==> src/rtl/hdegen_prog.sv <==
// Programmable horizontal display-enable generator.
// Counter, visible/DE windows with scroll delay and register file.
module hdegen_prog #(
    parameter int CW  = 8,
    parameter int SDW = 3
) (
    input  logic          m2clock,
    input  logic          porb,
    input  logic          ihsync,
    input  logic          vblank,
    input  logic          vde,
    input  logic          wr_en,
    input  logic [2:0]    wr_addr,
    input  logic [CW-1:0] wr_data,
    input  logic [2:0]    rd_addr,
    output logic [CW-1:0] rd_data,
    output logic [CW-1:0] hcount,
    output logic          hde1,
    output logic          blank_n,
    output logic          de
);

    localparam int MAXD = (1 << SDW) - 1;

    logic [CW-1:0]   hvis_start;
    logic [CW-1:0]   hvis_end;
    logic [CW-1:0]   hde_start;
    logic [CW-1:0]   hde_end;
    logic [CW-1:0]   hmax;
    logic [SDW-1:0]  scroll_dly;
    logic            hvis;
    logic            hde;
    logic [MAXD-1:0] pipe;
    logic [MAXD-1:0] pipe_n;
    logic            hde_hit;
    logic            hde_set;

    // A start match is injected at tap D-1 so it emerges after D shifts;
    // in-flight bits keep the delay they were injected with.
    always_comb begin
        hde_hit = (hcount == hde_start);
        pipe_n  = pipe >> 1;
        for (int i = 0; i < MAXD; i++) begin
            if (hde_hit && scroll_dly == SDW'(i + 1)) begin
                pipe_n[i] = 1'b1;
            end
        end
        hde_set = pipe[0] | (hde_hit && scroll_dly == '0);
    end

    always_ff @(posedge m2clock or negedge porb) begin
        if (!porb) begin
            hvis_start <= CW'(9);
            hvis_end   <= CW'(114);
            hde_start  <= CW'(12);
            hde_end    <= CW'(96);
            hmax       <= '1;
            scroll_dly <= '0;
        end else if (wr_en) begin
            case (wr_addr)
                3'd0:    hvis_start <= wr_data;
                3'd1:    hvis_end   <= wr_data;
                3'd2:    hde_start  <= wr_data;
                3'd3:    hde_end    <= wr_data;
                3'd4:    hmax       <= wr_data;
                3'd5:    scroll_dly <= wr_data[SDW-1:0];
                default: ;
            endcase
        end
    end

    always_ff @(posedge m2clock or negedge porb) begin
        if (!porb) begin
            hcount <= '0;
            hvis   <= 1'b0;
            hde    <= 1'b0;
            pipe   <= '0;
        end else if (ihsync) begin
            hcount <= '0;
            hvis   <= 1'b0;
            hde    <= 1'b0;
            pipe   <= '0;
        end else begin
            hcount <= (hcount == hmax) ? '0 : hcount + 1'b1;
            pipe   <= pipe_n;
            if (hcount == hvis_end) begin
                hvis <= 1'b0;
            end else if (hcount == hvis_start) begin
                hvis <= 1'b1;
            end
            if (hcount == hde_end) begin
                hde <= 1'b0;
            end else if (hde_set) begin
                hde <= 1'b1;
            end
        end
    end

    always_ff @(posedge m2clock or negedge porb) begin
        if (!porb) begin
            hde1    <= 1'b0;
            blank_n <= 1'b1;
            de      <= 1'b1;
        end else begin
            hde1    <= hde;
            blank_n <= hvis & vblank;
            de      <= hde & vde;
        end
    end

    always_comb begin
        rd_data = '0;
        case (rd_addr)
            3'd0:    rd_data = hvis_start;
            3'd1:    rd_data = hvis_end;
            3'd2:    rd_data = hde_start;
            3'd3:    rd_data = hde_end;
            3'd4:    rd_data = hmax;
            3'd5:    rd_data = CW'(scroll_dly);
            default: rd_data = '0;
        endcase
    end

endmodule

==> config.mk <==
export PLATFORM = sky130hd
export DESIGN_NAME = hdegen_prog
export DESIGN_NICKNAME = d
export VERILOG_FILES = /design/src/rtl/hdegen_prog.sv
export SDC_FILE = /design/constraint.sdc
export NUM_CORES = 1
export LEC_CHECK = 0
export CORE_MARGIN = 1.5
export CORE_UTILIZATION = 51
export CTS_CLUSTER_SIZE = 10
export DETAILED_ROUTE_END_ITERATION = 10
export HOLD_SLACK_MARGIN = 0.02
export PLACE_DENSITY = 0.81
export SETUP_SLACK_MARGIN = 0.15
export SYNTH_ARGS = -nofsm -noshare
export SYNTH_HDL_FRONTEND = slang
export SYNTH_SLANG_ARGS = --single-unit
==> constraint.sdc <==
create_clock -name m2clock -period 1.4 [get_ports m2clock]
set_input_delay 0.14 -clock m2clock [delete_from_list [all_inputs] [get_ports m2clock]]
set_output_delay 0.14 -clock m2clock [all_outputs]
set_load 0.05 [all_outputs]
**After elaboration in Yosys (flattened, before gate mapping)**

Cells that the tools add are included.

- Register bits after elaboration: 63
- Word-level logic and storage cells: 75

- Add/subtract/negate cells: 1
- Equality and inequality tests: 22
- Multiplexer cells: 17
- Bitwise logic cells: 3
- Reductions and logical operators: 19

Operators by type and width:

| cell | count |
|---|---|
| one-hot mux 8 bit (6 select lines) | 1 |
| equality test 8 bit | 5 |
| equality test 3 bit (second input constant) | 8 |
| equality test 3 x 2 -> 1 bit (second input constant) | 6 |
| 2-to-1 mux 8 bit | 2 |
| 2-to-1 mux 1 bit | 13 |
| AND reduction 2 bit | 6 |
| equality test 3 x 1 -> 1 bit (second input constant) | 3 |
| logical NOT 3 bit | 3 |
| adder 8 x 1 -> 8 bit (second input constant) | 1 |
| logical AND 1 bit | 8 |
| 2-to-1 mux 7 bit | 1 |
| nonzero test 3 bit | 2 |
| bitwise AND 1 bit | 2 |
| bitwise OR 1 bit | 1 |

**Logic depth before layout (Yosys ltp)**

- Depth in word-level cells: 6
- Depth in mapped cells: 6
- Gate-level depth less buffers: 4

**Least setup slack after synthesis**

OpenSTA, ideal clock, no wires.

- Path kind: input to output
- From: input port rd_addr[0]
- To: output port rd_data[0]
- Arrival time: 1.727 ns
- Setup slack: -0.467 ns
- Cell stages on the path: 5
- Path buffers: 2
- Cell sequence: clkbuf_1 buf_2 nor2b_1 a22oi_1 o22ai_1

- Longest elaborated chain between the ends: 2
- Elaborated cells between the ends (all ways): 7
- Those cells by class: eq/ne (5); mux (1); reduce/logical (1)

Ends and longest elaborated chain:

| what | RTL line | source |
|---|---|---|
| from (decl) | 15 | `input logic [2:0] rd_addr,` |
| equality test 3 bit (tied with other cells) | 113 | `case (rd_addr)` |
| one-hot mux 8 bit (6 select lines) (*) | 113 |  |
| to (decl) | 16 | `output logic [CW-1:0] rd_data,` |

Every way passes the cells marked *; elsewhere a longest branch is shown, timed or not.

**Worst setup path after layout**

- From: register hde_start[0]
- To: output port rd_data[0]

- Longest elaborated chain between the ends: 1

Ends and longest elaborated chain:

| what | RTL line | source |
|---|---|---|
| from (decl) | 27 | `logic [CW-1:0] hde_start;` |
| from (signal assigned) | 63 | `3'd2: hde_start <= wr_data;` |
| one-hot mux 8 bit (6 select lines) | 113 |  |

Every way passes these cells.

==> run summary <==
GRT
• **pin count of the biggest net entering global routing** 64
• **vias in the first global route** 2907
• **overall track demand over capacity in global routing** 30.8%
• **wire length of the first global-routing pass** 16100 um
• **initial antenna violation count** 0
• **GRT Residual Overflow** 0

Power
• **Psw** 2.23 mW
• **VDD IR-drop max** 1.10 mV
• **part of the total power dissipated in sequential elements** 38.4%
• **internal power** 4.32 mW
• **combinational group share of total power** 37.2%
• **total power density per cell area** 1240 nW/um^2
• **static leakage** 2.33 nW
• **proportion of total power due to net switching** 34.1%
• **Clock Power Share** 24.4%

Clock tree
• **clock input transition at the sequential cells of the worst setup and hold paths** 0.07 ns
• **later-pin clock latency in the skew report** 0.35 ns
• **master cell of the clock root buffer** clkbuf_8
• **Max Root-Sink Buffers** 2
• **CTS tree** done
• **Num Clock Sinks** 63
• **Clock H-tree levels** 3
• **number of buffers inserted during clock tree synthesis** 9

Synth
• **unique cell type count in the Yosys netlist** 43
• **Synth Instances** 276
• **Synth Net Count** 297
• **synthesis warning total** 0
• **Syn Std Cell Area** 3380 sq um
• **flip-flop and latch count after synthesis** 63
• **sequential element share of the synthesized area** 47.4%
• **mean cell area of the mapped netlist** 12.2 sq um

Final layout
• **most used cells in the layout excluding fill and tap cells** 57 x buf_4, 34 x dfrtp_1, 32 x mux2_1
• **Final Net Count** 416
• **antenna fix cells** 0
• **most common cell after layout, fill and taps aside** buf_4
• **final cell utilization of the core** 82.4%
• **final non-filler cell total** 477
• **area added between synthesis and finish** 55.8%
• **ratio of cells with drive above 1 in the final layout** 55.5%

Placement
• **number of I/O port buffers** 38
• **Worst Setup Slack post-DPL** -0.412 ns
• **placed wire-length estimate** 5920 um
• **GPL Wtd Cong** 0.837
• **cell total after placement** 422

Detailed routing
• **# DRC** 0
• **drt total wl** 10800 um
• **final antenna-violating net count** 0
• **Iteration-0 DRC Markers** 251
• **Via Count** 2794
• **1st-pass router iterations** 4
• **Routed wire per std cell** 22.7 um
• **via density per instance** 5.86

Critical path
• **delay of the slowest cell on the worst path** 0.40 ns
• **count of cell instances traversed by the critical path** 6
• **CP bufs+invs** 2
• **Worst setup startpoint** hde_start[0]
• **type of the worst setup path** flip-flop to primary output
• **data required time at the worst endpoint** 1.26 ns
• **critical path fanouts, max** 2
• **Critical Path Source Type** flip-flop
• **startpoint of the worst-slack reg-to-reg timing path** hde_start[3]
• **worst path cell trace** buf_6 > mux2i_2 > nor2_2 > a21oi_2 > o22ai_2 > buf_12
• **dominant delay contributor by cell family on the critical path** flip-flops
• **worst path arrival time** 1.62 ns
• **worst-path cell with the longest stage delay** dfrtp_1
• **cells on worst reg2reg path** 5
• **kind of end point of the critical path** primary output

STA
• **setup skew after layout** 0.00814 ns
• **relative slew slack** 75.8%
• **Finish-stage setup viols** 25
• **top achievable clock speed** 569 MHz
• **pin slew with the least headroom to its limit** 0.353 ns
• **Max Slew Vio Count** 0
• **least setup slack across all paths after layout** -0.356 ns
• **setup repair after global routing missed its margin** yes
• **Final Hold Fails** 0
• **min cycle time layout** 1.76 ns
• **post-route fraction of the period consumed by the critical path** 125%

Job
• **max-cap violations** 0

Floorplan
• **die outline height** 84.4 um
• **num ports** 39
• **area of the placeable core** 6390 sq um
• **initial core utilization** 52.9%
• **chip width** 84.4 um
• **area of the die** 7120 sq um
• **row count** 29

Outcome
• **violations in the final reports** negative setup slack
• **run status** finished with violations

Worst hold path
• **min-delay worst type** input pin to asynchronous set/reset pin

## cells in the mapped netlist, drive strengths merged
master | n | share of area [%]
xor2 | 34 | 8.8
buf | 12 | 2.2
xnor2 | 12 | 3.1
nor2b | 1 | 0.19
dfstp | 20 | 16
o311a | 1 | 0.30
nand2 | 3 | 0.33
nand3 | 8 | 1.2
o32ai | 1 | 0.48
clkbuf | 5 | 0.56
inv | 8 | 0.89
a41o | 1 | 0.30
and2 | 2 | 0.37
nor4 | 7 | 2.2
nand4b | 3 | 0.96
nor2 | 23 | 2.6
nand2b | 3 | 0.56
a22oi | 2 | 0.44
o22ai | 6 | 1.1
ha | 1 | 0.37
o21ai | 4 | 0.59
and3 | 2 | 0.37
a31oi | 5 | 0.93
nor3 | 2 | 0.63
mux2i | 8 | 2.4
a211oi | 2 | 0.44
nor4b | 1 | 0.70
dfrtp | 43 | 32
mux4 | 3 | 2.0
a21oi | 3 | 0.44
nor4bb | 2 | 0.59
mux2 | 46 | 16
nand4 | 2 | 0.37
## repair_timing
| item | CTS | global route |
|---|---|---|
| buffers inserted | 24 | 13 |
| hold buffers | 1 | 0 |
| cloned | 1 | 0 |
| gates resized for setup | 60 | 20 |
| hold endpoints to repair | 43 | 0 |
| pin swaps | 18 | 12 |
| endpoints found under the setup margin | 67 | 35 |
## per-layer routing
layer / wire (um) / global-route usage (%)
met1: 4270 / 36.8
met2: 5480 / 52.9
met3: 650 / 6.69
met4: 431 / 14.7
met5: 0 / 0
## cell type report
type	count	area, sq um
inverter	8	30.0
sequential	63	1610
multi-input combinational	188	1960
timing repair buffer	125	1370
tap	77	96.3
clock inverter	6	60.1
fill	314	1120
clock buffer	10	138
## worst paths after layout
path	to	slack, ns
worst min register to register	hde1	0.41
worst max-delay path	rd_data[0]	-0.36
worst min-delay path	hvis_end[3]	0.32
worst max register to register	pipe[3]	-0.31
max in group asynchronous	hmax[1]	0.75
min in group m2clock	de	0.33
## worst reg2reg max path, cell delays in order (launching register included)
cell	delay [ns]
dfstp_2	0.59
xor2_2	0.11
nor4_4	0.37
buf_4	0.19
nand4b_4	0.13
o32ai_2	0.23
## power groups by stage
| stage | sequential, mW | combinational, mW | clock (mW) |
|---|---|---|---|
| 3_5_place_dp | 2.54 | 1.72 | 0 |
| 3_3_place_gp | 2.52 | 1.66 | 0 |
| 2_1_floorplan | 2.48 | 1.05 | 0 |
| 5_1_grt | 2.54 | 2.55 | 1.70 |
| 4_1_cts | 2.48 | 2.12 | 1.59 |
| 6_report | 2.52 | 2.43 | 1.60 |
## stage by stage
step / TNS [ns] / hold slack, ns / instance area, sq um / power [mW]
6_report: -5.21 / 0.317 / 5260 / 6.55
5_1_grt: -6.98 / 0.333 / 5260 / 6.78
3_3_place_gp: -14.51 / 0.170 / 4410 / 4.17
4_1_cts: -4.01 / 0.321 / 5060 / 6.19
2_1_floorplan: -2.62 / -0.156 / 3530 / 3.53
3_5_place_dp: -16.67 / 0.178 / 4410 / 4.25
## kinds of logic after synthesis
kind of cell / share of synthesized area (%)
buffers and inverters: 3.63
adder cells (fa/ha/maj): 0.370
AO/OA/AOI/OAI: 5.04
AND/OR/NAND/NOR: 11.0
flip-flops: 47.4
multiplexers: 20.6
XOR/XNOR: 11.9
## registers in the layout, indices dropped and copies added, names as in the netlist
signal	cells
hcount	8
hde_end	8
hde_start	8
hmax	8
hvis_end	8
hvis_start	8
pipe	7
scroll_dly	3
blank_n	1
de	1
hde	1
hde1	1
hvis	1
No activity file was read; power rests on OpenSTA's default activity.
